File: src/rtl/hazard_ctrl.sv
// Pipeline hazard/sequencing controller: load-use bubbles, branch redirects, dmem freeze.
// Optional performance counters are enabled by defining HAZARD_PERF_EN.
module hazard_ctrl #(
  parameter int unsigned XLEN     = 32,
  parameter int unsigned XADDR    = 5,
  parameter int unsigned LOAD_LAT = 1,
  parameter int unsigned CNT_W    = 32
) (
  input  logic             i_clk,
  input  logic             i_rst,
  input  logic             i_dec_valid,
  input  logic             i_dec_uses_rs1,
  input  logic             i_dec_uses_rs2,
  input  logic [XADDR-1:0] i_dec_rs1_addr,
  input  logic [XADDR-1:0] i_dec_rs2_addr,
  input  logic             i_ex_valid,
  input  logic             i_ex_is_load,
  input  logic [XADDR-1:0] i_ex_rd_addr,
  input  logic             i_ex_branch_taken,
  input  logic [XLEN-1:0]  i_ex_target,
  input  logic             i_imem_ack,
  input  logic             i_dmem_busy,
  output logic             o_stall_if,
  output logic             o_stall_id,
  output logic             o_stall_ex,
  output logic             o_bubble_ex,
  output logic             o_flush_id,
  output logic             o_flush_ex,
  output logic             o_redirect,
  output logic [XLEN-1:0]  o_redirect_pc,
  output logic [1:0]       o_state
`ifdef HAZARD_PERF_EN
 ,output logic [CNT_W-1:0] o_cnt_lu,
  output logic [CNT_W-1:0] o_cnt_flush,
  output logic [CNT_W-1:0] o_cnt_freeze
`endif
);

  localparam int unsigned CW       = 3;
  localparam bit          LU_MULTI = (LOAD_LAT > 1);

  typedef enum logic [1:0] {
    RUN        = 2'd0,
    LU_STALL   = 2'd1,
    FETCH_WAIT = 2'd2,
    ILLEGAL    = 2'd3
  } state_e;

  state_e        state_q, state_d;
  logic [CW-1:0] cnt_q, cnt_d;
  logic          lu_c;
  logic          redir_c;

  assign lu_c = i_ex_valid & i_ex_is_load & (i_ex_rd_addr != '0) & i_dec_valid &
                ((i_dec_uses_rs1 & (i_dec_rs1_addr == i_ex_rd_addr)) |
                 (i_dec_uses_rs2 & (i_dec_rs2_addr == i_ex_rd_addr)));
  assign redir_c = i_ex_valid & i_ex_branch_taken;

  // State and remaining-bubble counter
  always_ff @(posedge i_clk or posedge i_rst) begin
    if (i_rst) begin
      state_q <= RUN;
      cnt_q   <= '0;
    end else begin
      state_q <= state_d;
      cnt_q   <= cnt_d;
    end
  end

  // Next state: freeze holds everything, redirect overrides any stall in progress
  always_comb begin
    state_d = state_q;
    cnt_d   = cnt_q;
    if (state_q == ILLEGAL) begin
      state_d = RUN;
      cnt_d   = '0;
    end else if (i_dmem_busy) begin
      state_d = state_q;
    end else if (redir_c) begin
      cnt_d   = '0;
      state_d = i_imem_ack ? RUN : FETCH_WAIT;
    end else begin
      case (state_q)
        RUN: begin
          if (lu_c && LU_MULTI) begin
            cnt_d   = CW'(LOAD_LAT - 1);
            state_d = LU_STALL;
          end
        end
        LU_STALL: begin
          if (cnt_q <= CW'(1)) begin
            cnt_d   = '0;
            state_d = RUN;
          end else begin
            cnt_d = cnt_q - CW'(1);
          end
        end
        FETCH_WAIT: begin
          if (i_imem_ack) state_d = RUN;
        end
        default: state_d = RUN;
      endcase
    end
  end

  // Pipeline controls
  always_comb begin
    o_stall_if    = 1'b0;
    o_stall_id    = 1'b0;
    o_stall_ex    = 1'b0;
    o_bubble_ex   = 1'b0;
    o_flush_id    = 1'b0;
    o_flush_ex    = 1'b0;
    o_redirect    = 1'b0;
    o_redirect_pc = '0;
    if (!i_rst && (state_q != ILLEGAL)) begin
      if (i_dmem_busy) begin
        o_stall_if = 1'b1;
        o_stall_id = 1'b1;
        o_stall_ex = 1'b1;
      end else if (redir_c) begin
        o_redirect    = 1'b1;
        o_redirect_pc = i_ex_target;
        o_flush_id    = 1'b1;
        o_flush_ex    = 1'b1;
      end else begin
        case (state_q)
          RUN: begin
            if (lu_c) begin
              o_stall_if  = 1'b1;
              o_stall_id  = 1'b1;
              o_bubble_ex = 1'b1;
            end
          end
          LU_STALL: begin
            o_stall_if  = 1'b1;
            o_stall_id  = 1'b1;
            o_bubble_ex = 1'b1;
          end
          FETCH_WAIT: begin
            // The acked fetch is accepted, so hold/flush only while still waiting
            if (!i_imem_ack) begin
              o_stall_id = 1'b1;
              o_flush_id = 1'b1;
            end
          end
          default: o_stall_if = 1'b0;
        endcase
      end
    end
  end

  assign o_state = state_q;

`ifdef HAZARD_PERF_EN
  logic [CNT_W-1:0] cnt_lu_q, cnt_flush_q, cnt_freeze_q;

  // Event counters; stall_ex is only raised by a freeze
  always_ff @(posedge i_clk or posedge i_rst) begin
    if (i_rst) begin
      cnt_lu_q     <= '0;
      cnt_flush_q  <= '0;
      cnt_freeze_q <= '0;
    end else begin
      if (o_bubble_ex) cnt_lu_q     <= cnt_lu_q + CNT_W'(1);
      if (o_redirect)  cnt_flush_q  <= cnt_flush_q + CNT_W'(1);
      if (o_stall_ex)  cnt_freeze_q <= cnt_freeze_q + CNT_W'(1);
    end
  end

  assign o_cnt_lu     = cnt_lu_q;
  assign o_cnt_flush  = cnt_flush_q;
  assign o_cnt_freeze = cnt_freeze_q;
`endif

endmodule

File: config.mk
export PLATFORM = sky130hd
export DESIGN_NAME = hazard_ctrl
export DESIGN_NICKNAME = d
export VERILOG_FILES = /design/src/rtl/hazard_ctrl.sv
export SDC_FILE = /design/constraint.sdc
export NUM_CORES = 1
export LEC_CHECK = 0
export BUFFER_PORTS_ARGS = -buffer_cell sky130_fd_sc_hd__buf_2
export CAP_MARGIN = 40
export CORE_ASPECT_RATIO = 1.2
export CORE_UTILIZATION = 24
export DETAILED_ROUTE_END_ITERATION = 12
export PLACE_DENSITY = 0.9
export SETUP_SLACK_MARGIN = 0.4
export SYNTH_ARGS = -nofsm -noshare
export SYNTH_HDL_FRONTEND = slang
export SYNTH_SLANG_ARGS = --single-unit
File: constraint.sdc
create_clock -name i_clk -period 1.2 [get_ports i_clk]
set_input_delay 0.12 -clock i_clk [delete_from_list [all_inputs] [get_ports i_clk]]
set_output_delay 0.12 -clock i_clk [all_outputs]
set_load 0.03 [all_outputs]
==> impl_metrics.toml, run 1 <==
[floorplan]
rows = 17
ioPinCount = 98
dieWidth_um = 42.8
initial_core_util = 0.260
die_y_um = 51.0

[synth]
syn_inst = 71
netlist.area_leader.share = 0.417
syn_area_um2 = 480
yosysTopAreaCell = "and2_1"
synth_area_leaders = "and2_1 (42%), xor2_1 (15%), dfrtp_1 (5.2%), xnor2_1 (3.6%), buf_4 (3.1%)"
ys_types = 23
synth-warning-count = 0
syn_avg_cell_area_um2 = 6.77
synth-seq-cells = 1
synth_nets = 128
ys_seq_area_frac = 0.0521

[clock_network]
postCtsSetupRepairBufs = 8
holdBufCountCts = 0
cts_resized = 115

[outcome]
failing_step = "4_1_cts"
error = "[ERROR DPL-0033] detailed placement checks failed during check placement."
status = "stopped before the end"

[placed_design]
gp_congestion = 0.717
dp.final_hpwl_um = 1940
port_buffers = 96
-- per-stage QoR --
| step | cells | worst slack [ns] | area, µm² | setup TNS, ns | hold slack [ns] |
|---|---|---|---|---|---|
| detailed placement | 189 | -0.324 | 1180 | -1.04 | 0.0142 |
| global placement | 189 | -0.283 | 1180 | -0.794 | 0.0102 |
| floorplan | 71 | -0.0608 | 663 | -0.119 | -0.151 |
-- cell families after synthesis --
logic type                synth area share
AOI/OAI and AO/OA                    0.115
xor gates and xnor gates             0.182
buffers and inverters               0.0807
DFF                                 0.0521
other                              0.00781
and+or+nand+nor                      0.563
-- cell usage after synthesis --
cell      number
and2_1        32
xor2_1         8
inv_1          3
a31oi_1        2
buf_4          2
clkbuf_1       2
nand2_1        2
nor3_1         2
nor4_1         2
o22ai_1        2
xnor2_1        2
a211oi_1       1
a21oi_1        1
a32oi_1        1
and2_0         1
buf_2          1
conb_1         1
dfrtp_1        1
nand4b_1       1
nor2_1         1
nor3_2         1
o21ai_2        1
or4_4          1
==> run 2, diff against run 1 <==
Settings changed: CORE_AREA set to 2 2 63 65, CORE_ASPECT_RATIO 1.2 to unset, CORE_UTILIZATION 24 to unset, DIE_AREA set to 0 0 65 67, PLACE_DENSITY 0.9 to unset, PLACE_DENSITY_LB_ADDON set to 0.15, SETUP_SLACK_MARGIN 0.4 to unset.
==> run 2 against run 1 <==
  * The flow now finishes, with violations (negative setup slack)
  * Synthesized cell count is the same
  * Area after synthesis stayed put
==> impl_metrics.toml, run 2 <==
[cells_and_area]
layout-drive-gt1-share = 0.803
n_antenna_cell = 0
final_cells = 226
final_cell_mix = "buf_2 (57), buf_6 (30), buf_4 (21), and2_4 (17), and2_1 (15)"
syn_to_final_growth_pct = 215
utilization = 0.420
largest_register_ff_count = 1
layout_commonest_cell = "buf_2"
nets = 237

[pwr]
p_sw_frac = 0.445
combPwrFrac = 0.905
vdd_drop_max_uv = 127
netSwitchingPower_uw = 197
p_leak_nw = 0.800
power_uw = 442
p_int_uw = 245
p_seq_frac = 0.095
clockPowerShare = 0
p_per_area_nw_per_um2 = 292

[synth]
ys_top_cells_by_count = "and2_1 (32), xor2_1 (8), inv_1 (3)"
async_reset_ff_frac = 1.00
synth_area_leaders = "and2_1 (42%), xor2_1 (15%), dfrtp_1 (5.2%), xnor2_1 (3.6%), buf_4 (3.1%)"
netlist.area_leader.share = 0.417
synth-warning-count = 0
synth-seq-cells = 1
synth_flop_cell = "dfrtp_1"
syn_avg_cell_area_um2 = 6.77
synth_nets = 128
synth_edf_count = 0
syn_area_um2 = 480
synth.most_common_cell = "and2_1"
syn_inst = 71
ys_seq_area_frac = 0.0521
yosysTopAreaCell = "and2_1"
ys_types = 23

[floorplan]
core_area_um2 = 3610
initial_core_util = 0.133
rows = 22
ioPinCount = 98
die-area_um2 = 4360
dieWidth_um = 65
die_y_um = 67

[min_path]
hp-class = "primary input to asynchronous set/reset pin"

[route]
dr.pass1.iters = 2
num_vias = 912
detail_route.wl_per_cell_um = 12.0
wl_met3_um = 341
drt_iter0_drc = 3
top_layer_used = "met3"
routed-wl-met2_um = 1450
drc = 0
drt-total-wl_um = 2710
postRouteAntennaNets = 0
m1WireLength_um = 920
viasPerCell = 4.04

[outcome]
status = "finished with violations"
violations = "negative setup slack"

[sta]
final.min_clock_period_ns = 1.38
setup_viol = 3
fin_skew_ns = 0
hold_slack_ns = 0.163
setup_tns_ns = -0.505
grt_setup_unrepaired = "yes"
fmax_mhz = 723
hold_viol_final = 0
period_share = 1.15
setup_slack_ns = -0.183
drv_slew = 0

[clock_network]
clk_latency_ns = 0
holdBufCountCts = 0
cts.reportedPaths.clkPinSlew_ns = 0

[setup_path]
setup.worst_path.class = "primary input to output pin"
cp.required_ns = 1.08
cp_max_fo = 3
cp.arrival_ns = 1.26
cp-end-kind = "output pin"
cp-start-kind = "primary input"

[global_route]
grt_usage = 0.0828
grt_antenna_before_repair = 0
overflow = 0
grt_max_degree = 35
grt_pass1_wl_um = 3020
grt_pass1_vias = 704

[placed_design]
gp_congestion = 0.688
dp.final_hpwl_um = 1840
dp.cells = 218
port_buffers = 96

[run]
cap_violations = 0
-- run 2: cell counts after synthesis --
No cell type changed its count.
-- run 2: logic make-up after synthesis --
family	after synthesis	synth area share
compound gates	8	0.115
xor+xnor	10	0.182
buf+inv	8	0.0807
flops	1	0.0521
other cells	1	0.00781
simple gates	43	0.563
-- run 2: final cells by class --
type | instances | area (µm²)
fill | 364 | 2090
timing repair buffer | 112 | 866
inverter | 3 | 11.3
multi-input combinational | 62 | 549
sequential | 1 | 26.3
tap | 48 | 60.1
-- run 2: final timing paths --
kind                                              from                endpoint  depth (start not counted)  slack (ns)
worst max-delay path                   i_ex_rd_addr[3]              o_stall_if                          5       -0.18
worst min register to register  o_state[1]$_DFFE_PP0P_  o_state[1]$_DFFE_PP0P_                          3        0.68
min in group i_clk                          i_imem_ack  o_state[1]$_DFFE_PP0P_                          2        0.32
max in group asynchronous                        i_rst  o_state[1]$_DFFE_PP0P_                          3        0.94
worst max register to register  o_state[1]$_DFFE_PP0P_  o_state[1]$_DFFE_PP0P_                          3        0.32
worst min-delay path                             i_rst  o_state[1]$_DFFE_PP0P_                          3        0.16
-- run 2: routing by layer --
metal  vias to the layer above  GRT usage
met5                         -          0
met4                         0          0
met3                         0     0.0169
met2                        67      0.161
met1                       400     0.0983
li1                        445          -
-- run 2: through the flow --
stage	instance area (µm²)	setup WS, ns
final	1510	-0.183
after global routing	1510	-0.271
after CTS	1170	-0.201
after detailed placement	1110	-0.344
after global placement	1110	-0.319
after floorplan	523	-0.0637
-- run 2: critical path, cell delays in order --
cell	delay [ns]
buf_6	0.10
or4_4	0.54
o21ai_4	0.22
o22ai_2	0.13
buf_6	0.16
-- run 2: what timing repair did --
item / in CTS / in global routing
pin swaps: 4 / 6
resized for setup: 13 / 112
cloned: 0 / 4
setup buffers: 0 / 4
setup endpoints to repair: 3 / 35
hold endpoints to repair: 0 / 0
-- run 2: power groups by stage --
stage                     sequential (mW)  clock (mW)  combinational, mW
after global routing               0.0426           0              0.427
after CTS                          0.0420           0              0.333
after global placement             0.0419           0              0.309
after floorplan                    0.0513           0              0.138
final                              0.0419           0              0.400
after detailed placement           0.0420           0              0.311
No activity file was read; power rests on OpenSTA's default activity.
